`src/rtl/convolution_procesor_addr_sequencer.sv`:
```
// convolution_procesor_addr_sequencer: nested-loop (X,Y,Z) address generator for Z[i] = sum_j X[j]*Y[i-j].
// Revision: 1.0
`default_nettype none

module convolution_procesor_addr_sequencer #(
  parameter int ADDR_WIDTH_X = 5,
  parameter int ADDR_WIDTH_Y = 5,
  parameter int ADDR_WIDTH_Z = 6
) (
  input  logic                    clk_i,
  input  logic                    rst_n_i,
  input  logic                    start_i,
  input  logic [ADDR_WIDTH_X:0]   sizeX_i,
  input  logic [ADDR_WIDTH_Y:0]   sizeY_i,
  input  logic                    ready_i,
  output logic                    valid_o,
  output logic [ADDR_WIDTH_X-1:0] addrX_o,
  output logic [ADDR_WIDTH_Y-1:0] addrY_o,
  output logic [ADDR_WIDTH_Z-1:0] addrZ_o,
  output logic                    first_o,
  output logic                    last_o,
  output logic                    busy_o,
  output logic                    done_o
);

  localparam int W = ADDR_WIDTH_Z + 1;
  localparam logic [W-1:0] ONE = W'(1);
  localparam logic [W-1:0] TWO = W'(2);

  typedef enum logic [1:0] {
    S_IDLE = 2'd0,
    S_RUN  = 2'd1,
    S_DONE = 2'd2
  } state_e;

  state_e                    state_q;
  logic [ADDR_WIDTH_X:0]     sx_q;
  logic [ADDR_WIDTH_Y:0]     sy_q;
  logic [W-1:0]              i_q, j_q;
  logic                      valid_q, first_q, last_q;
  logic [ADDR_WIDTH_X-1:0]   addrX_q;
  logic [ADDR_WIDTH_Y-1:0]   addrY_q;
  logic [ADDR_WIDTH_Z-1:0]   addrZ_q;

  logic [W-1:0] sx_w, sy_w, ilast_w;
  logic [W-1:0] i_d, j_d;
  logic         final_d, first_d, last_d;

  // j_lo(i) = max(0, i-sizeY+1), computed without going negative
  function automatic logic [W-1:0] f_jlo(input logic [W-1:0] i, input logic [W-1:0] sy);
    return ((i + ONE) >= sy) ? (i + ONE - sy) : '0;
  endfunction

  // j_hi(i) = min(i, sizeX-1)
  function automatic logic [W-1:0] f_jhi(input logic [W-1:0] i, input logic [W-1:0] sx);
    return ((i + ONE) >= sx) ? (sx - ONE) : i;
  endfunction

  assign sx_w    = W'(sx_q);
  assign sy_w    = W'(sy_q);
  assign ilast_w = sx_w + sy_w - TWO;

  always_comb begin
    final_d = 1'b0;
    i_d     = i_q;
    j_d     = j_q + ONE;
    if (j_q >= f_jhi(i_q, sx_w)) begin
      final_d = (i_q >= ilast_w);
      i_d     = i_q + ONE;
      j_d     = f_jlo(i_q + ONE, sy_w);
    end
    first_d = (j_d == f_jlo(i_d, sy_w));
    last_d  = (j_d >= f_jhi(i_d, sx_w));
  end

  always_ff @(posedge clk_i or negedge rst_n_i) begin
    if (!rst_n_i) begin
      state_q <= S_IDLE;
      sx_q    <= '0;
      sy_q    <= '0;
      i_q     <= '0;
      j_q     <= '0;
      valid_q <= 1'b0;
      first_q <= 1'b0;
      last_q  <= 1'b0;
      addrX_q <= '0;
      addrY_q <= '0;
      addrZ_q <= '0;
    end else begin
      case (state_q)
        S_IDLE: begin
          if (start_i) begin
            sx_q    <= sizeX_i;
            sy_q    <= sizeY_i;
            i_q     <= '0;
            j_q     <= '0;
            addrX_q <= '0;
            addrY_q <= '0;
            addrZ_q <= '0;
            if (sizeX_i == '0 || sizeY_i == '0) begin
              state_q <= S_DONE;
            end else begin
              // beat (0,0,0) is always both first and last of Z[0]
              state_q <= S_RUN;
              valid_q <= 1'b1;
              first_q <= 1'b1;
              last_q  <= 1'b1;
            end
          end
        end
        S_RUN: begin
          if (valid_q && ready_i) begin
            if (final_d) begin
              state_q <= S_DONE;
              valid_q <= 1'b0;
              first_q <= 1'b0;
              last_q  <= 1'b0;
            end else begin
              i_q     <= i_d;
              j_q     <= j_d;
              addrX_q <= ADDR_WIDTH_X'(j_d);
              addrY_q <= ADDR_WIDTH_Y'(i_d - j_d);
              addrZ_q <= ADDR_WIDTH_Z'(i_d);
              first_q <= first_d;
              last_q  <= last_d;
            end
          end
        end
        default: begin
          state_q <= S_IDLE;
        end
      endcase
    end
  end

  assign valid_o = valid_q;
  assign addrX_o = addrX_q;
  assign addrY_o = addrY_q;
  assign addrZ_o = addrZ_q;
  assign first_o = first_q;
  assign last_o  = last_q;
  assign busy_o  = (state_q != S_IDLE);
  assign done_o  = (state_q == S_DONE);

endmodule

`default_nettype wire

```
`config.mk`:
```
export PLATFORM = sky130hd
export DESIGN_NAME = convolution_procesor_addr_sequencer
export DESIGN_NICKNAME = d
export VERILOG_FILES = /design/src/rtl/convolution_procesor_addr_sequencer.sv
export SDC_FILE = /design/constraint.sdc
export NUM_CORES = 1
export LEC_CHECK = 0
export BUFFER_PORTS_ARGS = -buffer_cell sky130_fd_sc_hd__buf_4
export CAP_MARGIN = 20
export CELL_PAD_IN_SITES_DETAIL_PLACEMENT = 1
export CELL_PAD_IN_SITES_GLOBAL_PLACEMENT = 2
export CORE_MARGIN = 8
export CORE_UTILIZATION = 41
export DETAILED_ROUTE_END_ITERATION = 6
export PLACE_DENSITY_LB_ADDON = 0.08
export SYNTH_ARGS = -nofsm -noshare
export SYNTH_HDL_FRONTEND = slang
export SYNTH_SLANG_ARGS = --single-unit
```
`constraint.sdc`:
```
create_clock -name clk_i -period 15.7 [get_ports clk_i]
set_input_delay 3.925 -clock clk_i [delete_from_list [all_inputs] [get_ports clk_i]]
set_output_delay 3.925 -clock clk_i [all_outputs]
set_load 0.03 [all_outputs]
```
Word level (Yosys, flattened, before mapping)
Cells that the tools add are included.

Register bits after elaboration: 47. Input bits: 16. Output and inout port bits: 21.

$add $sub $neg: 10. Magnitude comparators: 7. Equality and inequality tests: 8. Mux-type cells: 41. Reductions and logical operators: 12.

Operators with widths (number): 7-bit 2-to-1 mux (11); 7-bit by 1-bit adder with 7-bit output (second input constant) (4); 7-bit by 6-bit >= comparator with 1-bit output (4); 7-bit case mux with 2 select lines (2); 5-bit 2-to-1 mux (5); 7-bit >= comparator (3); 5-bit case mux with 2 select lines (2); 6-bit 2-to-1 mux (3); 7-bit by 6-bit subtractor with 7-bit output (2); 6-bit logical NOT (2); 6-bit case mux with 2 select lines (1); 2-bit inequality test (second input constant) (5); 1-bit 2-to-1 mux (9); 2-bit 2-to-1 mux (4); 4-bit AND reduction (2); 6-bit by 6-bit adder with 7-bit output (1); 7-bit == test (1); 6-bit by 1-bit subtractor with 7-bit output (second input constant) (1); 7-bit by 2-bit subtractor with 7-bit output (second input constant) (1); 1-bit case mux with 2 select lines (3); 5-bit AND reduction (1); 5-bit subtractor (1); 2-bit case mux with 2 select lines (1); 2-bit nonzero test (2); 7 further kinds (7).

Logic depth before layout (Yosys ltp)
Depth after elaboration: 12. Gate-level depth with buffers: 40. Mapped depth without buffers: 38.

Worst setup path before layout
Ideal clock, no wire load.

Kind: register -> register. Start: reg i_q[0]. End: reg last_q, in the netlist last_o. Data arrival time: 7530 ps. Required time: 15576 ps. Slack: 8046 ps. Cell stages (with the launch flop): 39. Path buffers: 2. Clock period less this slack: 7654 ps. Cell sequence: dfrtp_1 -> buf_6 -> inv_1 -> ha_1 -> inv_1 -> ha_1 -> a21o_1 -> a21oi_1 -> nor2b_1 -> o21ai_0 -> nand2b_1 -> a21o_1 -> nor2_1 -> mux2_2 -> ha_1 -> a21o_1 -> a221oi_2 -> o21ai_1 -> (+3 left out) -> o311ai_0 -> o22ai_1 -> xnor2_1 -> ha_1 -> o21ai_0 -> nand2b_1 -> a211oi_4 -> o21ai_0 -> ha_1 -> nand2b_1 -> a21o_1 -> a21o_1 -> a21o_1 -> a21o_1 -> a21o_1 -> a21oi_1 -> o21ai_0 -> o31a_1.

Longest elaborated chain between the ends: 12. Elaborated cells between the ends (all ways): 19. Those cells by class: add/sub (4); order compare (6); mux (9).

Ends and longest elaborated chain: from (decl) (RTL line 39) `logic [W-1:0] i_q, j_q;`; from (signal assigned) (RTL line 119) `i_q <= i_d;`; 7-bit by 1-bit adder with 7-bit output (RTL line 56, 69, 70); 7-bit by 6-bit >= comparator with 1-bit output (RTL line 56) `return ((i + ONE) >= sx) ? (sx - ONE) : i;`; 7-bit 2-to-1 mux (RTL line 56); 7-bit >= comparator (RTL line 67) `if (j_q >= f_jhi(i_q, sx_w)) begin`; 7-bit 2-to-1 mux (RTL line 67); 7-bit by 1-bit adder with 7-bit output (RTL line 56); 7-bit by 6-bit >= comparator with 1-bit output (RTL line 56); 7-bit 2-to-1 mux (RTL line 56); 7-bit >= comparator (RTL line 73) `last_d = (j_d >= f_jhi(i_d, sx_w));`; 1-bit 2-to-1 mux * (RTL line 113) `if (final_d) begin`; 1-bit 2-to-1 mux * (RTL line 112) `if (valid_q && ready_i) begin`; 1-bit case mux with 2 select lines * (RTL line 90) `case (state_q)`; to (signal assigned) (RTL line 125) `last_q <= last_d;`; to (decl) (RTL line 40) `logic valid_q, first_q, last_q;`.

Every way passes the cells marked *; elsewhere a longest branch is shown, timed or not. The select of a mux whose other input is x is not followed. A chain may end at the register's enable or synchronous reset.

Worst setup path in the final report
Same ends and word-level chain as after synthesis.

==> impl_summary.md <==
Synth
The average footprint of a synthesized cell is ~8.5 um2. For this run, the number of Yosys warnings is 0. Synthesis produced a netlist with a net count of between 500 and 600.

The post-synth design cell area is between 4000 and 5000 um2. Of the post-synthesis cell area, the dominant cell type holds 0.2070. After synthesis the netlist holds a flip-flop and latch count of 36. The share of flip-flops with an asynchronous set or reset is 1.000.

The sequential fraction of the synthesis area is 0.2070. The dominant synthesized flop cell is sky130_fd_sc_hd__dfrtp_1. The number of distinct library cells after synthesis is between 70 and 80. In the post-synthesis netlist, the biggest area contributors are sky130_fd_sc_hd__dfrtp_1, sky130_fd_sc_hd__ha_1, sky130_fd_sc_hd__xnor2_1. The library cell occupying the most area in the post-synthesis netlist is sky130_fd_sc_hd__dfrtp_1. The number of instances in the synthesized netlist is between 500 and 600. Yosys mapped a number of flops with a built-in enable equal to 0.

Floorplan
The floorplan has 37 rows. The initial utilization of the core area, before any placement, comes to 0.4216. The horizontal extent of the die is between 100 and 150 um. The floorplan step defined a die boundary enclosing ~14000 um2. After floorplanning, the core was sized to cover between 10000 and 15000 um2.

The top-level I/O count is 37. In this run the vertical extent of the chip is 119.0 um.

Placed design
Once placement finished, the instance area stood at approximately 4700 um2. After legalization and detailed placement, the total HPWL measured around 11000 um. During placement, the flow inserted port buffers numbering 36. Routability-driven placement finished with a final weighted congestion of approximately 0.89.

CTS
The clock-pin slew on the worst setup and hold paths is ~0.070 ns. The H-tree was split into 2 levels. The number of hold buffers added after CTS was 0. Counting every sink on the clock net gives 36. No sink is reached through more buffers than the 2 on the longest clock path. The number of buffers added by the clock tree synthesis step is 5.

TritonCTS built the clock tree. In this run the post-CTS setup repair buffer count came out at 0. The number of gates resized after CTS was 0. The clock latency of the later-clocked register in the worst-skew pair is 0.29 ns. In this run the clock root is driven by a sky130_fd_sc_hd__clkbuf_8.

STA
The portion of the clock cycle consumed by the worst path in the final layout is 0.5793. The tightest slew margin relative to the limit is 0.3343. For this run, the top clock speed supported by timing is ~110 MHz. The setup TNS is 0 ns. Clock skew on the completed layout was measured at between 0.004 and 0.005 ns.

The final max-slew violation count is 0. The final critical-path required period is 9.096 ns. The final-report hold violation count is 0. Setup violations remaining at the end of the flow were counted as 0. The slew at the pin closest to its max-slew limit is between 0.9 and 1 ns. Setup repair after global routing left no endpoint under its margin.

Routing
The first-iteration detailed-routing DRC count is approximately 140. The count of nets left with antenna violations once routing finished came out at 0. The detail-routed net length per standard cell is approximately 20 um. Using the TritonRoute via totals, the vias-per-cell ratio works out to about 5.6. The routed layout has between 3000 and 4000 vias.

The number of DRC violations after detailed routing is 0. The final layout contains routed wiring with a total length of between 10000 and 15000 um. The number of detailed-routing iterations run before antenna repair is 4.

Job
The tool flagged a number of max-cap violations equal to 0.

Setup path
The kind of cell with the highest combined delay on the critical path is compound AO/OA/AOI/OAI gates. The critical path is of the reg2reg type. For the worst setup path, the data required time is 15.88 ns. The reg2reg setup slack is approximately 6.6 ns. The nature of the critical path endpoint is a flip-flop. For the worst setup path, the data arrival time is 9.28 ns. On the worst path, the slowest cell contributes a delay of just under 0.8 ns. The sum of buffers and inverters on the critical path is 1. The startpoint class of the critical path is a flip-flop. The critical path's slowest cell is sky130_fd_sc_hd__o21ai_1. In this run the worst path has a maximum fanout of 13.

Outcome
The flow ran to the end, and the final reports show no timing, DRC or antenna violations.

Global routing
The first global-routing pass estimated approximately 21000 um of wire. Across every metal layer, demand over resource in global routing totals 0.1902. The initial antenna violation count is 0. The number of global-route vias before repair was 3938. Global routing finished with a remaining overflow of 0. The pin count of the biggest net entering global routing is 37.

Layout
In the layout the commonest cells are sky130_fd_sc_hd__ha_1, sky130_fd_sc_hd__inv_1, sky130_fd_sc_hd__nand2_1. 0 antenna diodes ended up in the layout. The layout overhead on the synthesized area is 9.112%. The final design area excluding fillers is about 4700 um2.

In the final layout, the share of cells above drive strength 1 is 0.1410. The library cell used most frequently in the layout, excluding fill and tap cells, is sky130_fd_sc_hd__ha_1. The number of nets in the final layout is 616.

Hold path
The worst hold path class is reg2reg.
==> sequential cells by signal, summed over array words and instances, names as in the netlist <==
register  flops
first_o       1
valid_o       1
i_q           7
j_q           7
sx_q          6
state_q       2
last_o        1
addrY_o       5
sy_q          6
==> worst min-delay path: cells and delay by family, from the launching register on <==
| kind | cells | cell delay (ns) |
|---|---|---|
| simple gates | 1 | 0.05 |
| flops | 1 | 0.35 |
| compound gates | 1 | 0.06 |
==> logic make-up after synthesis <==
kind of cell	synth area share
AND/OR/NAND/NOR	0.1751
AO/OA/AOI/OAI	0.2093
buffers and inverters	0.07560
adder cells (fa/ha/maj)	0.2052
flip-flops	0.2070
multiplexers	0.03737
XOR/XNOR	0.09054
==> cell usage after synthesis, types with 5 or more instances <==
library cell / n
sky130_fd_sc_hd__nand2b_1: 14
sky130_fd_sc_hd__mux2_2: 7
sky130_fd_sc_hd__nand3_1: 10
sky130_fd_sc_hd__buf_2: 5
sky130_fd_sc_hd__mux2i_1: 7
sky130_fd_sc_hd__nor2b_1: 6
sky130_fd_sc_hd__nor2_1: 31
sky130_fd_sc_hd__inv_1: 47
sky130_fd_sc_hd__ha_1: 65
sky130_fd_sc_hd__o21ai_0: 32
sky130_fd_sc_hd__o21ai_1: 5
sky130_fd_sc_hd__clkbuf_1: 5
sky130_fd_sc_hd__nand2_1: 40
sky130_fd_sc_hd__and3_1: 5
sky130_fd_sc_hd__buf_4: 13
sky130_fd_sc_hd__a22o_1: 6
sky130_fd_sc_hd__xnor2_1: 32
sky130_fd_sc_hd__xor2_1: 13
sky130_fd_sc_hd__nor3_1: 9
sky130_fd_sc_hd__dfrtp_1: 36
sky130_fd_sc_hd__a21o_1: 22
sky130_fd_sc_hd__a21oi_1: 26
==> final cells by class <==
class                   count  area [um2]
clock buffers               8       90.09
fillers                  1251        5574
inverters                  47       176.4
multi-input cells         403        3123
flip-flops and latches     36       900.9
well taps                 136       170.2
repair buffers             38       289.0
==> path summary, 6_finish.rpt <==
check | from | to | cells past startpoint
max | i_q[0]$_DFFE_PN0P_ | last_o$_DFFE_PN0P_ | 37
min | addrY_o[0]$_DFFE_PN0P_ | addrY_o[0]$_DFFE_PN0P_ | 2
max reg2reg | i_q[0]$_DFFE_PN0P_ | last_o$_DFFE_PN0P_ | 37
min reg2reg | addrY_o[0]$_DFFE_PN0P_ | addrY_o[0]$_DFFE_PN0P_ | 2
max in group asynchronous | rst_n_i | i_q[4]$_DFFE_PN0P_ | 1
min in group asynchronous | rst_n_i | sy_q[3]$_DFFE_PN0P_ | 1
==> per-layer routing <==
metal | global-route usage | wire (um) | up-vias
li1 | - | - | 1823
met1 | 0.2532 | 6480 | 1860
met2 | 0.3249 | 6351 | 44
met3 | 0.01889 | 252 | 9
met4 | 0.04111 | 164 | 0
met5 | 0 | 0 | -
==> stage by stage <==
step | util | cells | setup slack (ns) | hold WS, ns
4_1_cts | 0.4601 | 668 | 6.680 | 0.5080
3_5_place_dp | 0.4513 | 660 | 6.704 | 0.4751
6_report | 0.4601 | 668 | 6.604 | 0.5020
3_3_place_gp | 0.4502 | 659 | 7.052 | 0.4695
5_1_grt | 0.4601 | 668 | 5.909 | 0.5343
2_1_floorplan | - | 510 | 8.046 | 0.4451
Power is not shown: default switching activity piles up to over one toggle a cycle in this logic, so the estimate is an artifact.
